`src/rtl/pc_unit.sv`:
```
// pc_unit -- program counter and branch resolution stage.
//
// Sits directly downstream of the ALU. Each cycle it combines the ALU ZERO
// flag with the branch controls from decode to pick the next instruction
// address, sequences start/halt for the core and counts RUN cycles.
//
// Parameters
//   PC_W   program counter width; address space is 2^PC_W words
//   CNT_W  cycle counter width
//
// Ports
//   CLK        clock, all state updates on the rising edge
//   RESET_N    asynchronous active-low reset
//   START      begin execution from address 0 (IDLE and HALTED only)
//   HALT       current instruction is a halt
//   STALL      hold the PC this cycle
//   BRANCH_EN  current instruction is a conditional branch
//   BR_NZ      0: branch if ZERO=1, 1: branch if ZERO=0
//   BR_ABS     1: absolute TARGET, 0: PC-relative OFFSET
//   ZERO       ALU zero flag for the current instruction
//   TARGET     absolute branch target
//   OFFSET     signed relative displacement
//   PC         current instruction address (registered)
//   TAKEN      one-cycle pulse after a taken branch (fetch flush)
//   DONE       high while halted
//   CYCLE_CNT  saturating count of RUN cycles since the last START

module pc_unit #(
    parameter int PC_W  = 10,
    parameter int CNT_W = 16
) (
    input  logic                    CLK,
    input  logic                    RESET_N,
    input  logic                    START,
    input  logic                    HALT,
    input  logic                    STALL,
    input  logic                    BRANCH_EN,
    input  logic                    BR_NZ,
    input  logic                    BR_ABS,
    input  logic                    ZERO,
    input  logic [PC_W-1:0]         TARGET,
    input  logic signed [7:0]       OFFSET,
    output logic [PC_W-1:0]         PC,
    output logic                    TAKEN,
    output logic                    DONE,
    output logic [CNT_W-1:0]        CYCLE_CNT
);

    typedef enum logic [1:0] {
        IDLE   = 2'd0,
        RUN    = 2'd1,
        HALTED = 2'd2
    } state_t;

    state_t state;

    // Counter increment that sticks at all-ones instead of wrapping.
    function automatic logic [CNT_W-1:0] sat_inc(input logic [CNT_W-1:0] cnt);
        if (cnt == {CNT_W{1'b1}})
            return cnt;
        else
            return cnt + CNT_W'(1);
    endfunction

    // PC plus sign-extended displacement; the sum wraps modulo 2^PC_W in
    // both directions.
    function automatic logic [PC_W-1:0] rel_target(input logic [PC_W-1:0]   base,
                                                   input logic signed [7:0] disp);
        logic signed [PC_W-1:0] disp_ext;
        disp_ext = PC_W'(disp);
        return base + $unsigned(disp_ext);
    endfunction

    logic            br_taken;
    logic [PC_W-1:0] br_dest;

    // ZERO comes straight from the ALU in this same cycle.
    assign br_taken = BRANCH_EN & (ZERO ^ BR_NZ);
    assign br_dest  = BR_ABS ? TARGET : rel_target(PC, OFFSET);

    always_ff @(posedge CLK or negedge RESET_N) begin
        if (!RESET_N) begin
            state     <= IDLE;
            PC        <= '0;
            TAKEN     <= 1'b0;
            DONE      <= 1'b0;
            CYCLE_CNT <= '0;
        end else begin
            // TAKEN is a single-cycle pulse; only a taken branch in RUN sets it.
            TAKEN <= 1'b0;
            case (state)
                IDLE: begin
                    DONE <= 1'b0;
                    if (START) begin
                        state     <= RUN;
                        PC        <= '0;
                        CYCLE_CNT <= '0;
                    end
                end

                RUN: begin
                    // Every RUN edge counts, stalled and halting ones included.
                    CYCLE_CNT <= sat_inc(CYCLE_CNT);
                    if (STALL) begin
                        // Multi-cycle instruction in flight: hold everything.
                        PC <= PC;
                    end else if (HALT) begin
                        // HALT outranks START and any branch on this edge.
                        state <= HALTED;
                        DONE  <= 1'b1;
                    end else if (br_taken) begin
                        PC    <= br_dest;
                        TAKEN <= 1'b1;
                    end else begin
                        PC <= PC + PC_W'(1);
                    end
                end

                HALTED: begin
                    DONE <= 1'b1;
                    if (START) begin
                        state     <= RUN;
                        PC        <= '0;
                        CYCLE_CNT <= '0;
                        DONE      <= 1'b0;
                    end
                end

                default: begin
                    state <= IDLE;
                    DONE  <= 1'b0;
                end
            endcase
        end
    end

endmodule

```
`config.mk`:
```
export PLATFORM = sky130hd
export DESIGN_NAME = pc_unit
export DESIGN_NICKNAME = d
export VERILOG_FILES = /design/src/rtl/pc_unit.sv
export SDC_FILE = /design/constraint.sdc
export NUM_CORES = 1
export LEC_CHECK = 0
export CORE_AREA = 2 2 67 85
export CTS_CLUSTER_DIAMETER = 50
export CTS_CLUSTER_SIZE = 20
export DETAILED_ROUTE_END_ITERATION = 10
export DIE_AREA = 0 0 69 87
export GPL_TIMING_DRIVEN = 1
export PLACE_DENSITY_LB_ADDON = 0.2
export SLEW_MARGIN = 15
export SYNTH_ARGS = -nofsm -noshare
export SYNTH_HDL_FRONTEND = slang
export SYNTH_SLANG_ARGS = --single-unit
```
`constraint.sdc`:
```
create_clock -name CLK -period 6.1 [get_ports CLK]
set_input_delay 0.61 -clock CLK [delete_from_list [all_inputs] [get_ports CLK]]
set_output_delay 0.61 -clock CLK [all_outputs]
set_load 0.01 [all_outputs]
```
==> impl_metrics.ini, run 1 <==
[logic_synthesis]
synthArstFlopShare_pct = 100.0
synth_nets = 316
synth_most_common_cell = o21ai_0
ys_seq_area_share_pct = 33.24
ys_ff_latch = 30
synth_top_area_cell = dfrtp_1
syn_avg_cell_area_um2 = 8.273
synthDistinctLibCells = 50
yosys_warnings = 0
synth_cells = 273
synth_edf_count = 0
syn_area_um2 = 2258
yosys-top-cells-area = dfrtp_1 33%, ha_1 8.3%, o21ai_0 7.5%
synth_ff_type = dfrtp_1
ys_top_cells_by_count = 34 x o21ai_0, 32 x nor2_1, 30 x dfrtp_1
synth_top_area_share_pct = 33.24

[power_and_ir_drop]
p_leak_uw = 0.001223
vdd_drop_max_v = 0.0001489
powerDensity_nw_per_um2 = 355.6
total_power_uw = 1046

[sta]
rsz0062_at_grt = false
setup_viol = 0
finClkSkew_ns = 0.008486
period_needed_ns = 2.865
post-route-period-util_pct = 46.96
hold_violations = 0
drv_slew = 0
maxSlewHeadroom_pct = 48.10
worstMarginPinSlew_ns = 0.7756
fmax_mhz = 349.1
setup_tns_ns = 0

[finish]
area_growth_pct = 30.30
diodes = 0
drive_gt1_share_pct = 5.199
nNetsFinal = 369
seq_area_um2 = 750.7
multi_input_area_um2 = 1431
fillers = 494

[die]
core.rowCount = 30
die_y_um = 87
ios = 55
start_util_pct = 42.98
fp.dieW_um = 69
die_area_um2 = 6003
core_area_um2 = 5255

[drt]
drc_errors = 0
wl_per_cell_um = 14.41
via_per_inst = 5.841
vias = 2284
ant_nets = 0
initialDrtViolationCount = 182
first_pass_iters = 4
drt-total-wl_mm = 5.635

[grt]
use_met1_pct = 22.46
grt_pass1_wl_mm = 9.708
antenna_found_initial = 0
busiest_layer = met2
track_usage_pct = 19.58
grt_pass1_vias = 2172
grt_max_degree = 31
overflow = 0
use_met3_pct = 2.894
use_met2_pct = 36.98

[worst_setup_path]
crit_fanout = 13
critPathLaunchType = register
end_kind = register
critPathRequiredTime_ns = 6.31
crit_type = reg2reg
arrival_ns = 3.08

[clock_network]
numCtsBuffers = 5
root_buffer = clkbuf_8
cts_hold_buf = 0
htreeDepth = 2
clock_sinks = 30
clockBufferDepth = 2
insertion_delay_ns = 0.29
clk_pin_slew_ns = 0.07
cts_resized = 0
post_cts_buffers = 0
cts_tree = built

[min_path]
hold_path_class = reg2reg

[run]
cap_viol_max_count = 0

[outcome]
outcome = finished clean

[placement]
port-buffer-count = 54
dp_hpwl_mm = 4.234
place.gp.congestion = 0.8696
-- layer usage --
metal | vias to the layer above | part of all wire [%]
met1 | 1076 | 42
met2 | 79 | 51
met3 | 10 | 4.5
li1 | 1119 | -
met4 | 0 | 1.9
met5 | - | 0
-- logic make-up after synthesis --
family                   synth area share (%)
adder cells (fa/ha/maj)                 9.197
XOR/XNOR                                4.266
flip-flops                              33.24
multiplexers                            1.828
AO/OA/AOI/OAI                           21.88
AND/OR/NAND/NOR                         26.21
buffers and inverters                   3.379
-- power breakdown --
part / internal [uW] / total (uW) / switching [uW]
clock network: 90.6 / 171 / 80.4
registers: 243 / 305 / 62.0
logic: 251 / 570 / 319
-- stage by stage --
stage	utilization [%]	setup WS (ns)	std cells	cell area, um^2	hold WS, ns
floorplan	-	4.011	273	2258	0.3144
global placement	54.19	3.401	383	2848	0.5291
detailed placement	54.19	3.258	383	2848	0.5415
CTS	56.00	3.200	391	2943	0.5548
global route	56.00	3.040	391	2943	0.5742
finish	56.00	3.235	391	2943	0.5546
-- final timing paths --
kind / depth (start not counted) / to / slack, ns / startpoint
setup / recovery: 7 / CYCLE_CNT[9] / 3.24 / state[0]
hold / removal: 1 / CYCLE_CNT[0] / 0.55 / CYCLE_CNT[0]
setup reg to reg: 7 / CYCLE_CNT[9] / 3.24 / state[0]
hold reg to reg: 1 / CYCLE_CNT[0] / 0.55 / CYCLE_CNT[0]
max in group asynchronous: 2 / CYCLE_CNT[12] / 5.10 / RESET_N
min in group asynchronous: 2 / CYCLE_CNT[9] / 0.71 / RESET_N
-- final cells by class --
type                            instances  share of cell area (%)
Sequential cell                        30                   25.51
Tap cell                               64                   2.721
Multi-Input combinational cell        225                   48.64
Clock inverter                          2                  0.4252
Clock buffer                            6                   2.806
Timing Repair Buffer                   56                   18.88
Inverter                                8                   1.020
-- flip-flops by register name (all words and copies together) (netlist names) --
register / cells
state: 2
CYCLE_CNT: 16
DONE: 1
PC: 10
TAKEN: 1
-- critical path: stages, from the launching register on --
cell and delay (ns):
dfrtp_1 0.43, inv_1 0.10, ha_1 0.24, nor2_1 0.60, nor2_1 0.20, a311o_1 0.54
or4_1 0.52, a21oi_1 0.16
-- layout by cell type (no fill, tap or decap), types with 3 or more instances in the layout --
cell / instances
a211oi_1: 5
a21oi_1: 14
a31oi_1: 4
and3_1: 11
clkbuf_8: 6
clkdlybuf4s50_1: 54
dfrtp_1: 30
ha_1: 15
inv_1: 8
mux2i_1: 3
nand2_1: 21
nand2b_1: 3
nand3_1: 13
nand4_1: 7
nor2_1: 32
nor2b_1: 4
nor3_1: 4
nor3b_1: 3
o211ai_1: 3
o21ai_0: 34
o31ai_1: 5
xnor2_1: 4
xor2_1: 7
Power figures use the tool's default switching activity.
==> run 2: changes to the inputs <==
==> constraint.sdc (replaced) <==
create_clock -name CLK -period 2.82 [get_ports CLK]
set_input_delay 0.282 -clock CLK [delete_from_list [all_inputs] [get_ports CLK]]
set_output_delay 0.282 -clock CLK [all_outputs]
set_load 0.01 [all_outputs]
==> impl_metrics.ini, run 2 (synthesis results as in run 1) <==
[outcome]
outcome = finished clean

[worst_setup_path]
critPathLaunchType = register
crit_type = reg2reg
end_kind = register
arrival_ns = 2.47
critPathRequiredTime_ns = 3.04
crit_fanout = 13

[sta]
worstMarginPinSlew_ns = 0.6723
fmax_mhz = 444.0
period_needed_ns = 2.252
drv_slew = 0
setup_tns_ns = 0
hold_violations = 0
post-route-period-util_pct = 79.88
rsz0062_at_grt = false
finClkSkew_ns = 0.003692
maxSlewHeadroom_pct = 55.04
setup_viol = 0

[die]
die_area_um2 = 6003
ios = 55
core_area_um2 = 5255
fp.dieW_um = 69
start_util_pct = 42.98
core.rowCount = 30
die_y_um = 87

[power_and_ir_drop]
vdd_drop_max_v = 0.0004223
p_leak_uw = 0.001233
powerDensity_nw_per_um2 = 776.7

[grt]
antenna_found_initial = 0
track_usage_pct = 20.29
grt_max_degree = 31
grt_pass1_vias = 2169
overflow = 0
grt_pass1_wl_mm = 10.05

[clock_network]
root_buffer = clkbuf_8
post_cts_buffers = 0
clk_pin_slew_ns = 0.06
cts_hold_buf = 0
htreeDepth = 2
clock_sinks = 30
cts_resized = 0
clockBufferDepth = 2
numCtsBuffers = 5
cts_tree = built
insertion_delay_ns = 0.29

[placement]
dp_hpwl_mm = 4.276
place.gp.congestion = 0.9197
port-buffer-count = 54
dp.cells = 385

[finish]
nNetsFinal = 371
final_cell_count_no_fill = 393
diodes = 0
largest_reg_flops = 16
area_growth_pct = 30.80
layout.cells.most_common = clkdlybuf4s50_1
reg_top3 = CYCLE_CNT (16), PC (10), state (2)
largest-register = CYCLE_CNT
drive_gt1_share_pct = 5.471
most-common-layout-cells = 54 x clkdlybuf4s50_1, 34 x o21ai_0, 32 x nor2_1, 30 x dfrtp_1, 21 x nand2_1
fillers = 511

[drt]
initialDrtViolationCount = 110
drt-total-wl_mm = 5.747
first_pass_iters = 4
via_per_inst = 5.771
drc_errors = 0
ant_nets = 0
wl_per_cell_um = 14.62
vias = 2268

[run]
cap_viol_max_count = 0

[min_path]
hold_path_class = in2async
-- run 2: changes by cell type in the layout (fill, tap and decap cells not counted) --
cell        before  now
buf_4            2    4
clkbuf_1         0    1
clkinvlp_4       1    0
-- run 2: worst paths after layout --
| path | startpoint | endpoint | slack, ns | cells past startpoint |
|---|---|---|---|---|
| min in group CLK | CYCLE_CNT[1] | CYCLE_CNT[1] | 0.53 | 2 |
| max in group asynchronous | RESET_N | CYCLE_CNT[15] | 2.15 | 2 |
| setup / recovery | CYCLE_CNT[0] | CYCLE_CNT[9] | 0.57 | 6 |
| hold / removal | RESET_N | CYCLE_CNT[8] | 0.37 | 2 |
| setup reg to reg | CYCLE_CNT[0] | CYCLE_CNT[9] | 0.57 | 6 |
| hold reg to reg | CYCLE_CNT[1] | CYCLE_CNT[1] | 0.53 | 2 |
-- run 2: stage by stage --
| step | power, uW | hold slack (ns) | utilization (%) | setup slack [ns] | cell area, um^2 |
|---|---|---|---|---|---|
| after floorplan | 1472 | -0.01359 | - | 0.7310 | 2258 |
| final | 2294 | 0.3743 | 56.21 | 0.5675 | 2954 |
| after global placement | 1914 | 0.5200 | 54.48 | 0.4737 | 2863 |
| after detailed placement | 1937 | 0.5197 | 54.48 | 0.4167 | 2863 |
| after global routing | 2512 | 0.4198 | 56.21 | 0.4173 | 2954 |
| after CTS | 2308 | 0.3907 | 56.21 | 0.5492 | 2954 |
-- run 2: layout make-up --
class,instances,area (um^2),share of cell area (%)
clock buffers,7,86.33,2.922
clock inverters,1,5.005,0.1694
inverters,8,30.03,1.017
multi-input cells,225,1431,48.45
flip-flops and latches,30,750.7,25.41
well taps,64,80.08,2.711
repair buffers,58,570.5,19.31
-- run 2: metal layers --
metal	track usage, %	vias to the layer above	share of wire (%)
met5	0	-	0
met4	7.308	0	1.5
met3	3.704	7	4.2
met2	37.06	59	51
met1	23.77	1076	43
li1	-	1126	-
-- run 2: report_power, final --
group          switching (uW)  total [uW]  internal (uW)
sequential                137         663            527
combinational             698        1270            568
clock                     168         365            197
-- run 2: critical path, cell delays in order, from the launching register on --
cell and delay [ns]:
dfrtp_1 0.41, ha_1 0.24, and3_4 0.20, and3_4 0.22, a311o_1 0.45, or4_1 0.52, a21oi_1 0.14
==> run 3: changes to the inputs <==
==> constraint.sdc (replaced) <==
create_clock -name CLK -period 2.32 [get_ports CLK]
set_input_delay 0.232 -clock CLK [delete_from_list [all_inputs] [get_ports CLK]]
set_output_delay 0.232 -clock CLK [all_outputs]
set_load 0.01 [all_outputs]
==> impl_metrics.ini, run 3 (synthesis results as in run 1) <==
[outcome]
outcome = finished clean

[clock_network]
clockBufferDepth = 2
root_buffer = clkbuf_8
cts_tree = built
cts_hold_buf = 0
clk_pin_slew_ns = 0.07
insertion_delay_ns = 0.28
numCtsBuffers = 5
cts_resized = 0
htreeDepth = 2
post_cts_buffers = 0
clock_sinks = 30

[worst_setup_path]
crit_type = reg2reg
cpMostUsedCell = and3_4
arrival_ns = 2.31
crit_buf_inv = 0
reg2reg_depth = 6
cp_top_family = simple AND/OR/NAND/NOR gates
crit_cells = 6
crit_fanout = 10
critPathRequiredTime_ns = 2.53
end_kind = register
critPathLaunchType = register
cp_cell_sequence = ha_1 > and3_4 > and3_4 > a311o_1 > or4_1 > a21oi_1
cpMaxStageDelayCell = or4_1
slowest_delay_ns = 0.48

[drt]
via_per_inst = 5.681
wl_per_cell_um = 14.67
first_pass_iters = 4
vias = 2312
drc_errors = 0
ant_nets = 0
initialDrtViolationCount = 152
drt-total-wl_mm = 5.971

[finish]
largest_reg_flops = 16
nNetsFinal = 385
diodes = 0
reg_top3 = CYCLE_CNT (16), PC (10), state (2)
drive_gt1_share_pct = 9.038
fin_util_pct = 58.50
area_growth_pct = 36.12
largest-register = CYCLE_CNT
layout.cells.most_common = clkdlybuf4s50_1
most-common-layout-cells = 54 x clkdlybuf4s50_1, 34 x o21ai_0, 32 x nor2_1, 30 x dfrtp_1, 21 x nand2_1

[grt]
grt_max_degree = 31
track_usage_pct = 20.84
grt_pass1_wl_mm = 10.14
overflow = 0
grt_pass1_vias = 2219
antenna_found_initial = 0

[sta]
rsz0062_at_grt = false
hold_slack_ns = 0.3269
setup_viol = 0
period_needed_ns = 2.102
hold_violations = 0
setup_tns_ns = 0
maxSlewHeadroom_pct = 64.06
fmax_mhz = 475.7
post-route-period-util_pct = 90.61
drv_slew = 0
worstMarginPinSlew_ns = 0.5392
finClkSkew_ns = 0.008393

[die]
die_y_um = 87
ios = 55
core_area_um2 = 5255
core.rowCount = 30
die_area_um2 = 6003
start_util_pct = 42.98
fp.dieW_um = 69

[placement]
port-buffer-count = 54
place.gp.congestion = 0.9420
dp_hpwl_mm = 4.458

[min_path]
hold_path_class = in2async

[power_and_ir_drop]
powerDensity_nw_per_um2 = 985.9
vdd_drop_max_v = 0.0006381
p_leak_uw = 0.001306

[run]
cap_viol_max_count = 0
-- run 3: cell count changes in the layout (fill, tap and decap cells not counted), sizes merged --
cell,before,now
bufinv,0,1
buf,4,18
clkinv,1,0
-- run 3: worst paths after layout --
kind                               from      endpoint  slack, ns
setup / recovery           CYCLE_CNT[0]  CYCLE_CNT[9]       0.22
hold / removal                  RESET_N  CYCLE_CNT[8]       0.33
setup reg to reg           CYCLE_CNT[0]  CYCLE_CNT[9]       0.22
hold reg to reg            CYCLE_CNT[1]  CYCLE_CNT[1]       0.53
max in group asynchronous       RESET_N  CYCLE_CNT[1]       1.69
min in group CLK                  STALL         TAKEN       0.52
-- run 3: cell type report --
class | count | area [um^2]
clock inverters | 1 | 30.03
multi-input cells | 225 | 1431
fillers | 479 | 2181
repair buffers | 72 | 675.6
clock buffers | 7 | 76.32
flip-flops and latches | 30 | 750.7
well taps | 64 | 80.08
inverters | 8 | 30.03
-- run 3: report_power, final --
part	total (uW)	switching, uW	internal (uW)	leakage (uW)
clock network	525	203	321	0.0000524
registers	777	137	640	0.000408
logic	1730	922	807	0.000845
total	3030	1260	1770	0.00131
-- run 3: per-stage QoR --
step / instances / setup WS, ns / power (uW) / area [um^2]
finish: 407 / 0.2179 / 3031 / 3074
global route: 407 / 0.05586 / 3309 / 3074
CTS: 407 / 0.2122 / 3051 / 3074
detailed placement: 399 / -0.01158 / 2511 / 2968
global placement: 399 / 0.03034 / 2484 / 2968
floorplan: 273 / 0.2310 / 1789 / 2258
-- run 3: metal layers --
layer	GRT usage (%)	share of wire [%]
met1	24.35	41
met2	38.99	52
met3	3.125	4.8
met4	6.774	1.4
met5	0	0
